## src/rtl/pipe_skid_stage.sv

```systemverilog
// One-deep pipeline register with an optional skid entry, flush squash and a
// saturating stall counter. out_* always present the main entry.
module pipe_skid_stage #(
    parameter int DATA_WIDTH = 32,
    parameter int CTRL_WIDTH = 16,
    parameter int SKID_EN    = 1,
    parameter int CNT_WIDTH  = 16
) (
    input  logic                  clk,
    input  logic                  rst_n,
    input  logic                  in_valid,
    output logic                  in_ready,
    input  logic [CTRL_WIDTH-1:0] in_ctrl,
    input  logic [DATA_WIDTH-1:0] in_data,
    output logic                  out_valid,
    input  logic                  out_ready,
    output logic [CTRL_WIDTH-1:0] out_ctrl,
    output logic [DATA_WIDTH-1:0] out_data,
    input  logic                  flush,
    input  logic                  cnt_clr,
    output logic [1:0]            occupancy,
    output logic [CNT_WIDTH-1:0]  stall_cnt
);

    typedef enum logic [1:0] {
        EMPTY = 2'd0,
        FULL  = 2'd1,
        SKID  = 2'd2
    } state_t;

    localparam logic [CNT_WIDTH-1:0] CNT_ONE = {{(CNT_WIDTH-1){1'b0}}, 1'b1};

    state_t                  state;
    state_t                  state_next;
    logic [CTRL_WIDTH-1:0]   skid_ctrl;
    logic [DATA_WIDTH-1:0]   skid_data;
    logic                    in_fire;
    logic                    out_fire;
    logic                    load_main_in;
    logic                    load_main_skid;
    logic                    load_skid;

    function automatic logic [CNT_WIDTH-1:0] sat_inc(input logic [CNT_WIDTH-1:0] v);
        if (&v) begin
            return v;
        end
        return v + CNT_ONE;
    endfunction

    assign out_valid = (state != EMPTY);
    assign in_fire   = in_valid & in_ready;
    assign out_fire  = out_valid & out_ready;

    generate
        if (SKID_EN != 0) begin : g_skid
            // Registered ready breaks the combinational path from out_ready;
            // rst_n gating keeps it low while reset is held.
            logic rdy_q;

            always_ff @(posedge clk) begin
                if (!rst_n) begin
                    rdy_q <= 1'b1;
                end else begin
                    rdy_q <= (state_next != SKID);
                end
            end

            assign in_ready = rdy_q & rst_n & ~flush;
        end else begin : g_pass
            assign in_ready = (~out_valid | out_ready) & ~flush;
        end
    endgenerate

    always_comb begin
        occupancy = 2'd0;
        case (state)
            FULL:    occupancy = 2'd1;
            SKID:    occupancy = 2'd2;
            default: occupancy = 2'd0;
        endcase
    end

    always_ff @(posedge clk) begin
        if (!rst_n) begin
            state <= EMPTY;
        end else begin
            state <= state_next;
        end
    end

    always_comb begin
        state_next     = state;
        load_main_in   = 1'b0;
        load_main_skid = 1'b0;
        load_skid      = 1'b0;
        case (state)
            EMPTY: begin
                if (in_fire) begin
                    load_main_in = 1'b1;
                    state_next   = FULL;
                end
            end
            FULL: begin
                if (out_fire && in_fire) begin
                    load_main_in = 1'b1;
                end else if (out_fire) begin
                    state_next = EMPTY;
                end else if (in_fire) begin
                    load_skid  = 1'b1;
                    state_next = SKID;
                end
            end
            SKID: begin
                if (out_fire) begin
                    load_main_skid = 1'b1;
                    state_next     = FULL;
                end
            end
            default: state_next = EMPTY;
        endcase
        // Squash wins over every handshake in the same cycle.
        if (flush) begin
            state_next     = EMPTY;
            load_main_in   = 1'b0;
            load_main_skid = 1'b0;
            load_skid      = 1'b0;
        end
    end

    always_ff @(posedge clk) begin
        if (!rst_n) begin
            out_ctrl  <= '0;
            out_data  <= '0;
            skid_ctrl <= '0;
            skid_data <= '0;
        end else if (flush) begin
            out_ctrl  <= '0;
            out_data  <= '0;
            skid_ctrl <= '0;
        end else begin
            if (load_main_in) begin
                out_ctrl <= in_ctrl;
                out_data <= in_data;
            end else if (load_main_skid) begin
                out_ctrl <= skid_ctrl;
                out_data <= skid_data;
            end
            if (load_skid) begin
                skid_ctrl <= in_ctrl;
                skid_data <= in_data;
            end
        end
    end

    always_ff @(posedge clk) begin
        if (!rst_n) begin
            stall_cnt <= '0;
        end else if (cnt_clr) begin
            stall_cnt <= '0;
        end else if (out_valid && !out_ready) begin
            stall_cnt <= sat_inc(stall_cnt);
        end
    end

endmodule

```

## config.mk

```make
export PLATFORM = sky130hd
export DESIGN_NAME = pipe_skid_stage
export DESIGN_NICKNAME = d
export VERILOG_FILES = /design/src/rtl/pipe_skid_stage.sv
export SDC_FILE = /design/constraint.sdc
export NUM_CORES = 1
export LEC_CHECK = 0
export CORE_MARGIN = 5
export CORE_UTILIZATION = 52
export CTS_CLUSTER_SIZE = 12
export DETAILED_ROUTE_END_ITERATION = 10
export PLACE_DENSITY_LB_ADDON = 0.25
export SETUP_SLACK_MARGIN = 0.2
export SYNTH_ARGS = -nofsm -noshare
export SYNTH_HDL_FRONTEND = slang
export SYNTH_SLANG_ARGS = --single-unit
```

## constraint.sdc

```tcl
create_clock -name clk -period 4.2 [get_ports clk]
set_clock_uncertainty 0.15 [all_clocks]
set_input_delay 0.84 -clock clk [delete_from_list [all_inputs] [get_ports clk]]
set_output_delay 0.84 -clock clk [all_outputs]
set_load 0.01 [all_outputs]
```

==> out/results.ini <==
[route]
drt-pass1-iter-count = 5
routed_via_density = 5.73
dr_total_vias = 4472
wl_per_cell_um = 16.1
detail-route-antenna-nets = 0
drc = 0
routed_wirelength_um = 12600
initialDrtViolationCount = 193

[worst_hold_path]
min_from = out_data[17]$_SDFFE_PP0P_
hold_depth = 2
hold_class = register to register

[global_route]
grt_max_degree = 67
gr-usage-met3_pct = 7.51
grt_pass1_vias = 4422
met2_usage_pct = 39.3
grt-ovfl-total = 0
use_met1_pct = 26.5
grt_first_pass_wirelength_um = 20700
busiest_layer = met2
grt_util_all_layers_pct = 22.9
antenna_found_initial = 0

[clocking]
cts_root_buf = clkbuf_8
cts_buffers = 17
tritoncts = built
post-cts-setup-buffer-count = 0
htreeDepth = 4
worst_skew_pair.late_latency_ns = 0.50
clockBufferDepth = 2
cts_hold_buf = 0
clock-sinks = 115
cts_resized = 0
clk_pin_slew_ns = 0.06

[synthesis]
synth_edf_count = 0
synth.area.top_cells = dfxtp_1, nand2_1, a21oi_1
yosysTopAreaCell = dfxtp_1
synth-seq-cells = 115
async_reset_ff_share_pct = 0
synth.avg_cell_area_um2 = 8.33
netlist_area_um2 = 4600
synth_warnings = 0
synth_flop_cell = dfxtp_1
syn_nets = 607
ys_seq_area_share_pct = 50.1
ys_types = 43
netlist_instances = 552
synthDominantCellAreaShare_pct = 50.1

[run]
drv_cap = 0

[sta]
final_hold_viol_count = 0
setup_viol = 0
timing.setup.tns_ns = 0
max_freq_mhz = 302
rsz0062_at_grt = no
slew_headroom_pct = 52.0
slew_violations = 0
worstMarginPinSlew_ns = 0.720
setup_ws_ns = 0.884
fin_crit_sh_pct = 78.9
min_period_ns = 3.32

[placed_design]
place_ws_ns = 0.895
post-place-cells = 749
gp_congestion = 0.808
dp_hpwl_um = 7910
postPlaceCellArea_um2 = 5820
io_buffers = 121

[power]
ir_drop_mv = 0.281
totalPowerFinal_mw = 2.63
powerDensity_nw_per_um2 = 411
p_leak_nw = 2.07

[floorplanning]
rows = 34
ios = 122
start_util_pct = 53.0
dieArea_um2 = 10800
coreArea_um2 = 8680
die_h_um = 104
die_x_um = 104

[setup_path]
startpoint_type = input pin
critPathSlowestCell = clkdlybuf4s50_1
end_kind = primary output
worstSetupStartpoint = flush
critPathKind = input pin to primary output
ff2ff_path_depth = 5
worst_ep_required_time_ns = 3.21
cpPeakStageDelay_ns = 0.56
path_cells = clkdlybuf4s50_1 > nand2b_2 > nor2_1 > clkdlybuf4s50_1
arrival_ns = 2.33
reg2reg_from = stall_cnt[0]$_SDFFE_PP0P_
crit_fanout = 8
path_common_cell = clkdlybuf4s50_1

[cells_and_area]
nets = 715
fin_cells = 781
finalInstanceArea_um2 = 6410
drive_above_1_share_pct = 7.43
num_antenna_cells = 0
syn_to_final_growth_pct = 39.4

[status]
run_status = complete, no violations

==> kinds of logic (layout without fill, tap and decap cells) <==
kind of cell | after synthesis | in the layout | synth area share, %
AOI/OAI and AO/OA | 179 | 179 | 23.0
adders and majority gates | 1 | 1 | 0.272
buffers and inverters | 42 | 163 | 4.57
DFF | 115 | 115 | 50.1
muxes | 3 | 3 | 0.653
and+or+nand+nor | 212 | 212 | 21.4
==> cell type report <==
class | instances | area (µm²)
Sequential cell | 115 | 2300
Fill cell | 688 | 2270
Multi-Input combinational cell | 395 | 2110
Timing Repair Buffer | 128 | 1260
Clock buffer | 18 | 428
Clock inverter | 14 | 155
Tap cell | 108 | 135
Inverter | 3 | 11.3
==> sequential cells by signal (all words and copies together), names as in the netlist <==
| name | flops |
|---|---|
| state | 2 |
| stall_cnt | 16 |
| skid_ctrl | 16 |
| out_ctrl | 16 |
| out_data | 32 |
| skid_data | 32 |
| g_skid.rdy_q | 1 |
==> cells in the final DEF (no fill, tap or decap), types with 4 or more instances in the layout <==
| cell | n |
|---|---|
| buf_4 | 7 |
| o21ai_0 | 9 |
| and4_1 | 4 |
| a21oi_1 | 108 |
| a22oi_1 | 48 |
| nor2_1 | 7 |
| nand2_1 | 157 |
| clkdlybuf4s50_1 | 121 |
| or3_1 | 5 |
| nand4_1 | 5 |
| or4_1 | 5 |
| clkbuf_16 | 16 |
| nand3_1 | 6 |
| dfxtp_1 | 115 |
| o31ai_1 | 5 |
| clkinvlp_4 | 5 |
==> metrics by stage <==
step | util, % | hold slack (ns)
after detailed placement | 67.1 | 0.296
after global routing | 73.8 | 0.319
final | 73.8 | 0.301
after CTS | 73.8 | 0.304
after floorplan | - | 0.286
after global placement | 67.1 | 0.291
==> Yosys cell counts, types with 2 or more instances <==
library cell / n
nand3_1: 6
or4_1: 5
nand2b_1: 4
dfxtp_1: 115
buf_4: 5
or3_1: 5
nor2_1: 7
and4_1: 4
o21bai_1: 2
nand4_1: 5
or2_2: 3
a21oi_1: 108
nor3_1: 3
clkbuf_1: 22
buf_6: 3
o31ai_1: 5
o21ai_0: 9
nand2_1: 157
and3_1: 2
inv_1: 2
buf_2: 9
mux2i_1: 3
a22oi_1: 48
==> worst paths after layout <==
| check | end | slack [ns] |
|---|---|---|
| hold / removal | out_data[17]$_SDFFE_PP0P_ | 0.30 |
| setup / recovery | in_ready | 0.88 |
| setup reg to reg | stall_cnt[0]$_SDFFE_PP0P_ | 2.04 |
| hold reg to reg | out_data[17]$_SDFFE_PP0P_ | 0.30 |
==> metal layers <==
layer | share of wire (%) | vias to the layer above
met3 | 6.2 | 14
met2 | 51 | 157
met1 | 41 | 2128
met4 | 1.2 | 0
li1 | - | 2173
met5 | 0 | -
==> worst max-delay path, delay by kind of cell <==
kind	cells	cell delay [ns]
and+or+nand+nor	2	0.38
buffers and inverters	2	1.10
==> power breakdown <==
group | internal [mW] | switching, mW | total (mW)
clock network | 0.865 | 0.520 | 1.38
registers | 1.10 | 0.00466 | 1.10
logic | 0.0746 | 0.0677 | 0.142
Power figures use the tool's default switching activity.
==> RTL edit, RTL diff (same flow settings) <==
The parameter `SKID_EN` goes from 1 to 0.
--- a/src/rtl/pipe_skid_stage.sv
+++ b/src/rtl/pipe_skid_stage.sv
@@ -3,7 +3,7 @@
 module pipe_skid_stage #(
     parameter int DATA_WIDTH = 32,
     parameter int CTRL_WIDTH = 16,
-    parameter int SKID_EN    = 1,
+    parameter int SKID_EN    = 0,
     parameter int CNT_WIDTH  = 16
 ) (
     input  logic                  clk,
Behaviour: not the same (a bounded check fails within 4 cycles, from zero or initial values and one cycle with rst_n low).
==> RTL edit against the unedited design <==
- wire length shrank 17%
- design area rose by 0.57%
- maximum frequency up 3.8%
- synthesized area decreased by 0.49%
- total power rose by 5.8%
- sequential share of layout area decreased by 0.51 points
- clock power up 9%
- setup slack better by 0.12 ns
- sequential cell count fell by 1
- final cell count shrank 14%
==> RTL edit: results <==
[synth]
yosysWarnings = 0
ys_top_cells_by_area = "dfxtp_1, a211oi_2, mux2i_1"
seq_area_frac_synth_pct = 49.89
synth_cell_types = 43
synth-async-reset-ratio_pct = 0
postSynthCellCount = 432
syn-num-nets = 487
synthTopCellsByCount = "dfxtp_1, nor2_1, and2_1, mux2i_1, a211oi_2"

[worst_setup_path]
crit_fanout = 6
reg2reg_depth = 5
slowest_stage = "clkdlybuf4s50_1"
cp_top_family = "buffers and inverters"
crit_arrival_ns = 2.21
reg2reg_to = "stall_cnt[2]"
max_stage_delay_ns = 0.54
rrSetupSlack_ns = 1.75
r2r-start = "stall_cnt[0]"

[clock_network]
numCtsBuffers = 17
clk_path_buf_depth = 2
cts.root.buffer_cell = "clkbuf_8"
cts_resized = 0
clk_pin_slew_ns = 0.06
clk_latency_ns = 0.50
post_cts_buffers = 0
htree_levels = 4

[placement]
place_inst = 638
gp_congestion = 0.8284
dp_slack_ns = 0.9324
detailed_place.area_um2 = 5816
dp_hpwl_mm = 6.871
portBuffers = 121

[global_route]
grt_pass1_wl_mm = 17.44
antenna_found_initial = 0
first_global_vias = 3724
grt_max_degree = 97
grtUsageTotal_pct = 19.20

[hold_path]
min_from = "skid_ctrl[0]"
whs_path_depth = 1
hp-class = "reg2reg"
worst_hold_path.endpoint = "skid_ctrl[0]"

[cells_and_area]
n_antenna_cell = 0
layout.nets = 604
layout-drive-gt1-share_pct = 15.66
fillers = 633

[routing]
drt_wl_total_mm = 10.43
drt_iter0_markers = 121
wl_per_cell_um = 15.57
drt_pass1_iterations = 4
vias = 3621

[sta]
whs_ns = 0.3049
slew_headroom_pct = 15.37
tns_ns = 0

[power]
worst_ir_drop_vdd_mv = 0.2830
cellLeakagePower_uw = 0.002195

[run_status]
outcome = "completed"
[RTL edit: final cells by class]
type	count	area, um2	area share (%)
Sequential cell	114	2282	35.42
Clock inverter	9	151.4	2.350
Multi-Input combinational cell	286	2131	33.07
Timing Repair Buffer	127	1256	19.50
Clock buffer	23	476.7	7.398
Inverter	3	11.26	0.1748
Tap cell	108	135.1	2.097
[RTL edit: cell families after synthesis]
group,count (synthesis),synth area share (%)
AO/OA/AOI/OAI,84,17.23
adder cells (fa/ha/maj),1,0.2735
buffers and inverters,32,3.802
flip-flops,114,49.89
multiplexers,48,10.50
AND/OR/NAND/NOR,153,18.30
[RTL edit: where the power goes]
group | total, uW | internal (uW) | switching [uW] | leakage (uW)
Sequential | 1110 | 1100 | 9.43 | 0.000922
Clock | 1500 | 1020 | 475 | 0.000308
Combinational | 178 | 96.1 | 81.4 | 0.000965
Total | 2780 | 2220 | 565 | 0.00220
[RTL edit: worst max-delay path by stage]
| stage | startpoint | end | slack, ns | cells after the start |
|---|---|---|---|---|
| finish | out_ready | in_ready | 1.00 | 4 |
| global route | out_ready | in_ready | 0.94 | 4 |
| CTS | out_ready | in_ready | 1.0 | 4 |
| detailed placement | out_ready | out_ctrl[4] | 0.93 | 5 |
| global placement | out_ready | out_data[18] | 0.99 | 5 |
| floorplan | out_ready | stall_cnt[12] | 1.86 | 4 |
[RTL edit: metal layers]
| layer | vias to the layer above | part of all wire, % | GRT usage (%) |
|---|---|---|---|
| met5 | - | 0 | 0 |
| met4 | 0 | 1.2 | 6.290 |
| met3 | 16 | 7.0 | 7.463 |
| met2 | 124 | 48 | 31.88 |
| met1 | 1687 | 44 | 22.73 |
| li1 | 1794 | - | - |
